--- config.mk ---
export PLATFORM = sky130hd
export DESIGN_NAME = module_suma_driver
export DESIGN_NICKNAME = d
export VERILOG_FILES = /design/src/rtl/module_suma_pkg.sv /design/src/rtl/module_suma_fifo.sv /design/src/rtl/module_suma_driver.sv
export SDC_FILE = /design/constraint.sdc
export NUM_CORES = 1
export LEC_CHECK = 0
export CORE_MARGIN = 10
export CORE_UTILIZATION = 50
export CTS_CLUSTER_DIAMETER = 40
export CTS_CLUSTER_SIZE = 12
export DETAILED_ROUTE_END_ITERATION = 6
export DONT_BUFFER_PORTS = 1
export PLACE_DENSITY = 0.74
export SKIP_LAST_GASP = 1
export SYNTH_ARGS = -nofsm -noshare
export SYNTH_HDL_FRONTEND = slang
export SYNTH_SLANG_ARGS = --single-unit
--- constraint.sdc ---
create_clock -name clk -period 4.4 [get_ports clk]
set_clock_uncertainty 0.15 [all_clocks]
set_input_delay 0.88 -clock clk [delete_from_list [all_inputs] [get_ports clk]]
set_output_delay 0.88 -clock clk [all_outputs]
set_load 0.01 [all_outputs]
--- src/rtl/module_suma_pkg.sv ---
// Shared types and constants for the suma initiator: FSM encoding, index width, sum width helper.
package module_suma_pkg;

  typedef enum logic [1:0] {
    IDLE   = 2'd0,
    DRIVE  = 2'd1,
    WAIT   = 2'd2,
    RESULT = 2'd3
  } state_t;

  localparam int IDX_W = 8;

  // Three WIDTH-bit operands need two extra bits so the sum can never overflow.
  function automatic int sum_w(input int width);
    return width + 2;
  endfunction

endpackage

--- src/rtl/module_suma_fifo.sv ---
// Synchronous FIFO with registered occupancy count; push is refused while full, pop ignored while empty.
module module_suma_fifo #(
  parameter int DW    = 9,
  parameter int DEPTH = 4
) (
  input  logic          clk,
  input  logic          rst,
  input  logic          push,
  input  logic [DW-1:0] wdata,
  input  logic          pop,
  output logic [DW-1:0] rdata,
  output logic          full,
  output logic          empty
);

  localparam int AW = $clog2(DEPTH);

  logic [DW-1:0] mem [DEPTH];
  logic [AW-1:0] wptr;
  logic [AW-1:0] rptr;
  logic [AW:0]   cnt;
  logic          do_push;
  logic          do_pop;

  // Full is judged on the registered count only, so a pop never frees a slot in the same cycle.
  assign full    = (cnt == (AW+1)'(DEPTH));
  assign empty   = (cnt == '0);
  assign do_push = push && !full;
  assign do_pop  = pop && !empty;
  assign rdata   = mem[rptr];

  always_ff @(posedge clk) begin
    if (do_push) begin
      mem[wptr] <= wdata;
    end
  end

  always_ff @(posedge clk or posedge rst) begin
    if (rst) begin
      wptr <= '0;
      rptr <= '0;
      cnt  <= '0;
    end else begin
      if (do_push) wptr <= wptr + 1'b1;
      if (do_pop)  rptr <= rptr + 1'b1;
      case ({do_push, do_pop})
        2'b10:   cnt <= cnt + 1'b1;
        2'b01:   cnt <= cnt - 1'b1;
        default: cnt <= cnt;
      endcase
    end
  end

endmodule

--- src/rtl/module_suma_driver.sv ---
// Initiator for the 3-operand suma adder: buffers operand triples, drives them, samples the sum after a settle window.
// Optional SUMA_CHECK_EN adds a reference-sum comparison with sticky err_o and saturating err_cnt_o.
module module_suma_driver
  import module_suma_pkg::*;
#(
  parameter int WIDTH      = 3,
  parameter int DEPTH      = 4,
  parameter int SETTLE_CYC = 2
) (
  input  logic                      clk,
  input  logic                      rst,
  input  logic                      in_valid,
  output logic                      in_ready,
  input  logic [WIDTH-1:0]          in_a,
  input  logic [WIDTH-1:0]          in_b,
  input  logic [WIDTH-1:0]          in_c,
  output logic [WIDTH-1:0]          a_o,
  output logic [WIDTH-1:0]          b_o,
  output logic [WIDTH-1:0]          c_o,
  input  logic [sum_w(WIDTH)-1:0]   suma_i,
  output logic                      out_valid,
  input  logic                      out_ready,
  output logic [sum_w(WIDTH)-1:0]   out_sum,
  output logic [IDX_W-1:0]          out_idx,
  output logic                      busy,
  output logic [1:0]                dbg_state
`ifdef SUMA_CHECK_EN
  ,
  output logic                      err_o,
  output logic [7:0]                err_cnt_o
`endif
);

  localparam int SW = sum_w(WIDTH);
  localparam int CW = (SETTLE_CYC > 1) ? $clog2(SETTLE_CYC) : 1;
  localparam logic [CW-1:0] LAST = CW'(SETTLE_CYC - 1);

  // Handshakes: a transfer happens on a rising edge where valid && ready; a valid source
  // keeps its payload stable until that edge, and ready never depends on valid.

  state_t              state;
  logic [CW-1:0]       wait_cnt;
  logic [3*WIDTH-1:0]  fifo_rdata;
  logic                fifo_full;
  logic                fifo_empty;
  logic                pop;
  logic                capture;

  assign pop       = (state == DRIVE);
  assign capture   = (state == WAIT) && (wait_cnt == LAST);
  assign in_ready  = !fifo_full;
  assign dbg_state = state;

  module_suma_fifo #(
    .DW    (3*WIDTH),
    .DEPTH (DEPTH)
  ) u_fifo (
    .clk   (clk),
    .rst   (rst),
    .push  (in_valid),
    .wdata ({in_a, in_b, in_c}),
    .pop   (pop),
    .rdata (fifo_rdata),
    .full  (fifo_full),
    .empty (fifo_empty)
  );

  always_ff @(posedge clk or posedge rst) begin
    if (rst) begin
      state     <= IDLE;
      wait_cnt  <= '0;
      a_o       <= '0;
      b_o       <= '0;
      c_o       <= '0;
      out_sum   <= '0;
      out_valid <= 1'b0;
      out_idx   <= '0;
      busy      <= 1'b0;
    end else begin
      case (state)
        IDLE: begin
          if (!fifo_empty) begin
            state <= DRIVE;
            busy  <= 1'b1;
          end
        end
        DRIVE: begin
          {a_o, b_o, c_o} <= fifo_rdata;
          wait_cnt        <= '0;
          state           <= WAIT;
        end
        WAIT: begin
          if (capture) begin
            out_sum   <= suma_i;
            out_valid <= 1'b1;
            state     <= RESULT;
          end else begin
            wait_cnt <= wait_cnt + 1'b1;
          end
        end
        RESULT: begin
          // The index advances only on delivery, so a dropped transaction never consumes one.
          if (out_ready) begin
            out_valid <= 1'b0;
            out_idx   <= out_idx + IDX_W'(1);
            busy      <= 1'b0;
            state     <= IDLE;
          end
        end
        default: begin
          state <= IDLE;
          busy  <= 1'b0;
        end
      endcase
    end
  end

`ifdef SUMA_CHECK_EN
  logic [SW-1:0] ref_sum;

  assign ref_sum = SW'(a_o) + SW'(b_o) + SW'(c_o);

  always_ff @(posedge clk or posedge rst) begin
    if (rst) begin
      err_o     <= 1'b0;
      err_cnt_o <= '0;
    end else if (capture && (suma_i != ref_sum)) begin
      err_o <= 1'b1;
      if (err_cnt_o != 8'hFF) begin
        err_cnt_o <= err_cnt_o + 8'd1;
      end
    end
  end
`endif

endmodule
==> results.ini, run 1 <==
[sta]
fin_setup_tns_ps = 0
max_freq_ghz = 0.3755
setup_viol = 0
slew-limit-headroom_pct = 55.48
fin_hold_ws_ps = 363.0
slew_violations = 0
grt_setup_unrepaired = no
finalCritPeriodShare_pct = 60.53
post-route-min-period_ps = 2663
hold_violations = 0
worstMarginPinSlew_ps = 667.1

[drt]
vias = 1399
viasPerCell = 5.508
wl_mm = 5.293
drc = 0
ant_nets = 0
dr.pass1.iters = 4
wl_per_cell_um = 20.84
drt_iter0_markers = 56

[global_routing]
use_met1_pct = 13.02
grt_max_degree = 19
busiest_layer = met2
track_usage_pct = 12.34
grt_pass1_vias = 1480
grt_pass1_wl_mm = 8.217
antenna_found_initial = 0
gr-usage-met2_pct = 20.37
grt_overflow = 0
met3_usage_pct = 5.992

[power]
ir_worst_vdd_mv = 0.3836
p_per_area_nw_per_um2 = 740.0
net-switching-power_mw = 0.7639
leakagePower_nw = 1.237
switching_share_pct = 32.63
clockPowerShare_pct = 23.7
p_seq_share_pct = 49.7
combPwrFrac_pct = 26.6
internal_power_mw = 1.578

[synthesis]
ys.flop_type = edfxtp_1
ys_ff_latch = 70
syn-mean-instance-area_um2 = 17.08
synth_enable_flop_cells = 36
synth_area_um2 = 2869
synth_seq_area_share_pct = 67.34
synth_fp_nets = 197
async_flop_share_pct = 48.57
synth_area_leader_cell = edfxtp_1
yosysUniqueCellTypes = 34
ys_warn_count = 0
syn_inst = 168
synth_top_area_share_pct = 37.68
synth.area.top_cells = edfxtp_1 (38%), dfrtp_1 (30%), mux4_2 (7.1%)

[cells_and_area]
final_layout_size_suffix_gt1_share_pct = 26.92
fillers = 428
final_cell_mix = edfxtp_1 (36), dfrtp_1 (34), mux2_2 (16), inv_1 (12), ha_1 (10)
post-route-util_pct = 57.11
area_growth_pct = 10.29
mostFrequentLayoutCell = edfxtp_1
antennaDiodeCount = 0
final_nets = 206

[clock_tree]
cts_resized = 0
clkTransAtPathRegs_ps = 70
cts_buffers = 9
clk_path_buf_depth = 2
cts.sinks = 70
htree_levels = 3
cts_setup_buffers = 0
clock_latency_ps = 350
cts_root_buffer = clkbuf_8
cts_tree = done
ctsHoldBuffers = 0

[worst_setup_path]
critPathLaunchType = flip-flop
crit_arrival_ps = 2780
regToRegSetupSlack_ps = 1740
crit_path_end_kind = flip-flop
reg2reg_depth = 9
cp_cell_sequence = inv_1, ha_1, o31a_2, ha_1, inv_1, fa_1, xor2_1, nor2_1, xor2_1
path_class = flip-flop to flip-flop
slowest_delay_ps = 500
path_buf_inv = 2
slowest_stage = ha_1
path_depth = 9
worstPathMaxFanout = 11
crit_required_ps = 4520
critical-path-top-delay-family = adder cells

[place]
port_buffers = 0
dp_hpwl_mm = 3.795
place_congestion = 0.7721

[floorplanning]
rows = 27
die_area_um2 = 9168
initial_core_util_pct = 51.78
pin_count = 45
die_w_um = 95.75
die_h_um = 95.75
core_um2 = 5540

[worst_hold_path]
hp-class = input pin to asynchronous set/reset pin

[flow_run]
cap_violations = 0

[outcome]
outcome = finished, final reports clean

kinds of logic after synthesis:
logic type | Yosys count | synth area share [%]
flops | 70 | 67.34
mux | 27 | 14.22
simple gates | 23 | 4.929
buf+inv | 15 | 2.093
xor+xnor | 13 | 3.969
fa+ha+maj | 11 | 5.059
compound gates | 9 | 2.399
state kept, by name, indices dropped and copies added (netlist names):
| signal | flops |
|---|---|
| a_o | 3 |
| b_o | 3 |
| busy | 1 |
| c_o | 3 |
| dbg_state | 2 |
| out_idx | 8 |
| out_sum | 5 |
| out_valid | 1 |
| u_fifo.cnt | 3 |
| u_fifo.mem | 36 |
| u_fifo.rptr | 2 |
| u_fifo.wptr | 2 |
| wait_cnt | 1 |
layout make-up:
| cell class | instances | area (um^2) | share of cell area [%] |
|---|---|---|---|
| inverter | 12 | 45.04 | 1.423 |
| timing repair buffer | 1 | 7.507 | 0.2372 |
| clock inverter | 7 | 88.84 | 2.807 |
| tap | 72 | 90.09 | 2.847 |
| multi-input combinational | 83 | 877.1 | 27.72 |
| clock buffer | 9 | 123.9 | 3.915 |
| sequential | 70 | 1932 | 61.05 |
per-stage QoR:
step	power [mW]	instance area [um^2]	worst slack (ps)	std cells
6_report	2.341	3164	1737	254
5_1_grt	2.491	3164	1514	254
4_1_cts	2.375	3164	1687	254
3_5_place_dp	1.816	2952	1708	238
3_3_place_gp	1.744	2952	1875	238
2_1_floorplan	1.634	2869	2162	168
metal layers:
layer | vias up | share of wire [%]
met2 | 43 | 51
met1 | 712 | 38
met3 | 9 | 9.3
met4 | 0 | 2.1
li1 | 635 | -
met5 | - | 0
worst paths after layout:
kind,end,from
worst max-delay path,u_fifo.cnt[2]$_DFFE_PP0P_,dbg_state[1]$_DFFE_PP0P_
worst min-delay path,out_sum[4]$_DFFE_PP0P_,rst
worst max register to register,u_fifo.cnt[2]$_DFFE_PP0P_,dbg_state[1]$_DFFE_PP0P_
worst min register to register,u_fifo.cnt[2]$_DFFE_PP0P_,u_fifo.cnt[2]$_DFFE_PP0P_
max in group asynchronous,a_o[0]$_DFFE_PP0P_,rst
min in group clk,u_fifo.cnt[2]$_DFFE_PP0P_,u_fifo.cnt[2]$_DFFE_PP0P_
power groups by stage:
stage / clock network (mW) / logic, mW / registers, mW
after floorplan: 0 / 0.554 / 1.08
after CTS: 0.566 / 0.634 / 1.17
after global placement: 0 / 0.575 / 1.17
final: 0.554 / 0.624 / 1.16
after detailed placement: 0 / 0.627 / 1.19
after global routing: 0.595 / 0.696 / 1.20
cell usage after synthesis, drive strengths merged (2+ instances only):
cell type  instances
and3               5
clkbuf             2
dfrtp             34
edfxtp            36
ha                10
inv               12
mux2              17
mux4               9
nand2              5
nand4              3
nor3               2
o21ai              2
xnor2              9
xor2               4
No activity file was read; power rests on OpenSTA's default activity.
==> run 2, diff against run 1 <==
==> constraint.sdc (replaced) <==
create_clock -name clk -period 2.65 [get_ports clk]
set_clock_uncertainty 0.15 [all_clocks]
set_input_delay 0.53 -clock clk [delete_from_list [all_inputs] [get_ports clk]]
set_output_delay 0.53 -clock clk [all_outputs]
set_load 0.01 [all_outputs]
==> run 2 against run 1 <==
Wire length fell by 2.9%. Final area rose by 1.3%. Final cell count rose by 0.39%. Critical path type unchanged. Largest power group unchanged.
==> results.ini, run 2 (synthesis gave the netlist of run 1 again) <==
[outcome]
outcome = finished, final reports clean

[sta]
worstMarginPinSlew_ps = 648.9
slew-limit-headroom_pct = 56.74
slew_violations = 0
post-route-min-period_ps = 2390
hold_violations = 0
setup_viol = 0
finalCritPeriodShare_pct = 90.20
max_freq_ghz = 0.4184
grt_setup_unrepaired = no
fin_setup_tns_ps = 0

[cells_and_area]
multi_input_area_um2 = 877.1
seq_area_um2 = 1932
top_regs = u_fifo.mem (36), out_idx (8), out_sum (5)
area_growth_pct = 11.69
final_cell_mix = edfxtp_1 (36), dfrtp_1 (34), mux2_2 (16), inv_1 (12), ha_1 (10)
largest_register = u_fifo.mem
largest_reg_flops = 36
final_layout_size_suffix_gt1_share_pct = 28.42
fillers = 429
post-route-util_pct = 57.84
final_nets = 207
antennaDiodeCount = 0
mostFrequentLayoutCell = edfxtp_1

[clock_tree]
htree_levels = 3
clk_path_buf_depth = 2
clock_latency_ps = 340
ctsHoldBuffers = 0
cts_root_buffer = clkbuf_8
cts_tree = done
clkTransAtPathRegs_ps = 80
cts_buffers = 9
cts.sinks = 70
cts_setup_buffers = 0
cts_resized = 0

[global_routing]
track_usage_pct = 11.93
grt_overflow = 0
grt_pass1_wl_mm = 8.204
antenna_found_initial = 0
grt_max_degree = 35
grt_pass1_vias = 1461

[power]
net-switching-power_mw = 1.264
combPwrFrac_pct = 25.7
p_seq_share_pct = 48.3
leakagePower_nw = 1.262
switching_share_pct = 31.66
ir_worst_vdd_mv = 0.6610
internal_power_mw = 2.730
p_per_area_nw_per_um2 = 1247
clockPowerShare_pct = 26.0

[drt]
wl_mm = 5.138
wl_per_cell_um = 20.15
dr.pass1.iters = 4
viasPerCell = 5.510
drc = 0
vias = 1405
ant_nets = 0
drt_iter0_markers = 87

[floorplanning]
die_area_um2 = 9168
pin_count = 45
initial_core_util_pct = 51.78
rows = 27
die_w_um = 95.75
die_h_um = 95.75
core_um2 = 5540

[worst_setup_path]
crit_arrival_ps = 2500
critPathLaunchType = flip-flop
path_class = flip-flop to flip-flop
cp_cell_sequence = or3b_4, and2_4, inv_1, ha_1, inv_1, fa_1, xor2_1, nor2_1, xor2_1
crit_required_ps = 2760
regToRegSetupSlack_ps = 260
slowest_delay_ps = 450
worstPathMaxFanout = 6
crit_path_end_kind = flip-flop
slowest_stage = or3b_4

[place]
port_buffers = 0
place_congestion = 0.7411
dp_hpwl_mm = 3.626

[flow_run]
cap_violations = 0

[worst_hold_path]
hp-class = input pin to asynchronous set/reset pin

==> run 2: changes by cell type in the layout (fill, tap and decap cells not counted) <==
cell | before | now
buf_4 | 1 | 2
bufinv_16 | 2 | 3
clkinv_1 | 2 | 0
clkinv_4 | 1 | 2
clkinvlp_4 | 1 | 0
inv_6 | 0 | 1
==> run 2: final timing paths <==
kind | startpoint | end | cells after the start
worst min-delay path | rst | b_o[2]$_DFFE_PP0P_ | 2
worst max register to register | u_fifo.cnt[0]$_DFFE_PP0P_ | u_fifo.cnt[2]$_DFFE_PP0P_ | 9
worst max-delay path | u_fifo.cnt[0]$_DFFE_PP0P_ | u_fifo.cnt[2]$_DFFE_PP0P_ | 9
worst min register to register | u_fifo.cnt[2]$_DFFE_PP0P_ | u_fifo.cnt[2]$_DFFE_PP0P_ | 1
min in group clk | in_b[2] | u_fifo.mem[3][5]$_DFFE_PP_ | 0
max in group asynchronous | rst | dbg_state[0]$_DFFE_PP0P_ | 2
==> run 2: critical path, delay by kind of cell (launching register included) <==
family	cells	cell delay, ps
and+or+nand+nor	3	770
adders and majority gates	2	540
DFF	1	440
xor gates and xnor gates	2	300
buffers and inverters	2	120
==> run 2: layout make-up <==
class | count | share of cell area (%)
Timing Repair Buffer | 2 | 0.4686
Clock buffer | 9 | 3.866
Tap cell | 72 | 2.811
Clock inverter | 7 | 3.788
Sequential cell | 70 | 60.29
Inverter | 12 | 1.406
Multi-Input combinational cell | 83 | 27.37
==> run 2: through the flow <==
| step | hold slack, ps | worst slack [ps] | total power [mW] | instances | area [um^2] |
|---|---|---|---|---|---|
| final | 31.68 | 259.8 | 3.994 | 255 | 3204 |
| after global routing | 68.45 | 129.9 | 4.243 | 255 | 3204 |
| after CTS | 32.85 | 244.0 | 4.052 | 255 | 3204 |
| after detailed placement | 378.1 | 258.1 | 3.008 | 239 | 2959 |
| after global placement | 355.9 | 366.4 | 2.911 | 239 | 2959 |
| after floorplan | 341.0 | 415.1 | 2.714 | 168 | 2869 |
==> run 2: power by group through the flow <==
stage          Combinational [mW]  Sequential (mW)  Clock, mW
6_report                     1.03             1.93       1.04
5_1_grt                      1.14             1.99       1.11
4_1_cts                      1.04             1.95       1.06
3_5_place_dp                 1.04             1.97          0
3_3_place_gp                0.971             1.94          0
2_1_floorplan               0.920             1.79          0
==> run 2: layer usage <==
metal / part of all wire, % / global-route usage (%) / vias up
met1: 41 / 13.61 / 717
met5: 0 / 0 / -
met3: 7.7 / 5.136 / 10
li1: - / - / 644
met2: 50 / 19.07 / 34
met4: 1.6 / 5.528 / 0
==> run 3, diff against run 2 <==
--- a/config.mk
+++ b/config.mk
@@ -11,7 +11,6 @@
 export CTS_CLUSTER_SIZE = 12
 export DETAILED_ROUTE_END_ITERATION = 6
 export DONT_BUFFER_PORTS = 1
-export PLACE_DENSITY = 0.74
 export SKIP_LAST_GASP = 1
 export SYNTH_ARGS = -nofsm -noshare
 export SYNTH_HDL_FRONTEND = slang
==> run 3 against run 2 <==
Setup slack lost 32 ps. Critical path depth unchanged. Global-route usage up 0.43 points. Register-to-register slack got worse by 30 ps. Count of clock-buffer cells in the layout is 4 higher. Die area unchanged. Combinational power barely moved.
==> results.ini, run 3 (synthesis gave the netlist of run 1 again) <==
[outcome]
outcome = finished, final reports clean

[sta]
hold_violations = 0
finalCritPeriodShare_pct = 91.40
worstMarginPinSlew_ps = 539.6
grt_setup_unrepaired = no
fin_setup_tns_ps = 0
setup_viol = 0
post-route-min-period_ps = 2422
slew-limit-headroom_pct = 64.03
slew_violations = 0
max_freq_ghz = 0.4129

[global_routing]
grt_pass1_wl_mm = 8.286
grt_pass1_vias = 1512
track_usage_pct = 12.36
grt_overflow = 0
grt_max_degree = 35
antenna_found_initial = 0

[floorplanning]
initial_core_util_pct = 51.78
die_w_um = 95.75
die_area_um2 = 9168
pin_count = 45
rows = 27
die_h_um = 95.75
core_um2 = 5540

[clock_tree]
htree_levels = 3
cts_setup_buffers = 0
ctsHoldBuffers = 0
clkTransAtPathRegs_ps = 70
cts_root_buffer = clkbuf_8
cts_buffers = 9
clk_path_buf_depth = 2
cts_resized = 0
cts.sinks = 70
cts_tree = done
clock_latency_ps = 320

[drt]
ant_nets = 0
dr.pass1.iters = 4
drt_iter0_markers = 87
viasPerCell = 5.496
wl_mm = 5.129
vias = 1407
drc = 0
wl_per_cell_um = 20.04

[power]
net-switching-power_mw = 1.227
combPwrFrac_pct = 27.4
switching_share_pct = 31.89
leakagePower_nw = 1.249
p_seq_share_pct = 49.8
p_per_area_nw_per_um2 = 1210
ir_worst_vdd_mv = 0.6541
internal_power_mw = 2.620
clockPowerShare_pct = 22.8

[place]
place_congestion = 0.8121
placed_cell_area_um2 = 2967
port_buffers = 0
dp_hpwl_mm = 3.581

[cells_and_area]
fillers = 460
final_cell_mix = edfxtp_1 (36), dfrtp_1 (34), mux2_2 (16), inv_1 (12), clkbuf_8 (12)
final_nets = 208
area_growth_pct = 10.77
largest_register = u_fifo.mem
final_layout_size_suffix_gt1_share_pct = 28.26
mostFrequentLayoutCell = edfxtp_1
largest_reg_flops = 36
stdcell_area_um2 = 3178
top_regs = u_fifo.mem (36), out_idx (8), out_sum (5)
antennaDiodeCount = 0

[flow_run]
cap_violations = 0

[worst_hold_path]
hp-class = input pin to asynchronous set/reset pin

[worst_setup_path]
crit_required_ps = 2750
crit_path_end_kind = flip-flop
critPathLaunchType = flip-flop
path_class = flip-flop to flip-flop
crit_arrival_ps = 2520
worstPathMaxFanout = 6

run 3: final timing paths:
| kind | start | to | slack, ps | cells after the start |
|---|---|---|---|---|
| setup / recovery | u_fifo.cnt[0]$_DFFE_PP0P_ | u_fifo.cnt[2]$_DFFE_PP0P_ | 230 | 9 |
| hold / removal | rst | out_idx[1]$_DFFE_PP0P_ | 40 | 2 |
| setup reg to reg | u_fifo.cnt[0]$_DFFE_PP0P_ | u_fifo.cnt[2]$_DFFE_PP0P_ | 230 | 9 |
| hold reg to reg | out_idx[7]$_DFFE_PP0P_ | out_idx[7]$_DFFE_PP0P_ | 390 | 1 |
| max in group asynchronous | rst | b_o[1]$_DFFE_PP0P_ | 1990 | 2 |
| min in group clk | in_b[2] | u_fifo.mem[0][5]$_DFFE_PP_ | 140 | 0 |
run 3: metrics by stage:
step | utilization (%) | power, mW | std cells | worst slack (ps) | hold slack [ps]
final | 57.36 | 3.847 | 256 | 228.0 | 44.86
after global routing | 57.36 | 4.136 | 256 | 78.76 | 53.92
after CTS | 57.36 | 3.924 | 256 | 222.6 | 37.95
after detailed placement | 53.55 | 3.031 | 240 | 240.5 | 387.3
after global placement | 53.55 | 2.950 | 240 | 359.2 | 356.3
after floorplan | - | 2.714 | 168 | 415.1 | 341.0
run 3: layer usage:
| layer | share of wire [%] | vias up | track usage (%) |
|---|---|---|---|
| met3 | 8.7 | 10 | 5.681 |
| met5 | 0 | - | 0 |
| met4 | 1.9 | 0 | 6.634 |
| met2 | 48 | 38 | 18.45 |
| li1 | - | 638 | - |
| met1 | 41 | 721 | 14.65 |
run 3: cell type report:
| type | instances | area, um^2 | share of cell area [%] |
|---|---|---|---|
| clock buffers | 13 | 168.9 | 5.315 |
| clock inverters | 3 | 42.54 | 1.339 |
| inverters | 12 | 45.04 | 1.417 |
| multi-input cells | 83 | 877.1 | 27.60 |
| flip-flops and latches | 70 | 1932 | 60.79 |
| well taps | 72 | 90.09 | 2.835 |
| repair buffers | 3 | 22.52 | 0.7087 |
run 3: worst max-delay path, stage by stage (launching register included):
cell,delay [ps]
dfrtp_1,450
or3b_4,450
and2_4,190
inv_1,50
ha_1,170
inv_1,60
fa_1,370
xor2_1,150
nor2_1,130
xor2_1,170
run 3: power groups by stage:
stage	registers, mW	logic (mW)	clock network (mW)
after floorplan	1.79	0.920	0
after global placement	1.93	1.02	0
after detailed placement	1.95	1.08	0
after CTS	1.94	1.08	0.907
after global routing	1.98	1.20	0.956
final	1.91	1.06	0.877
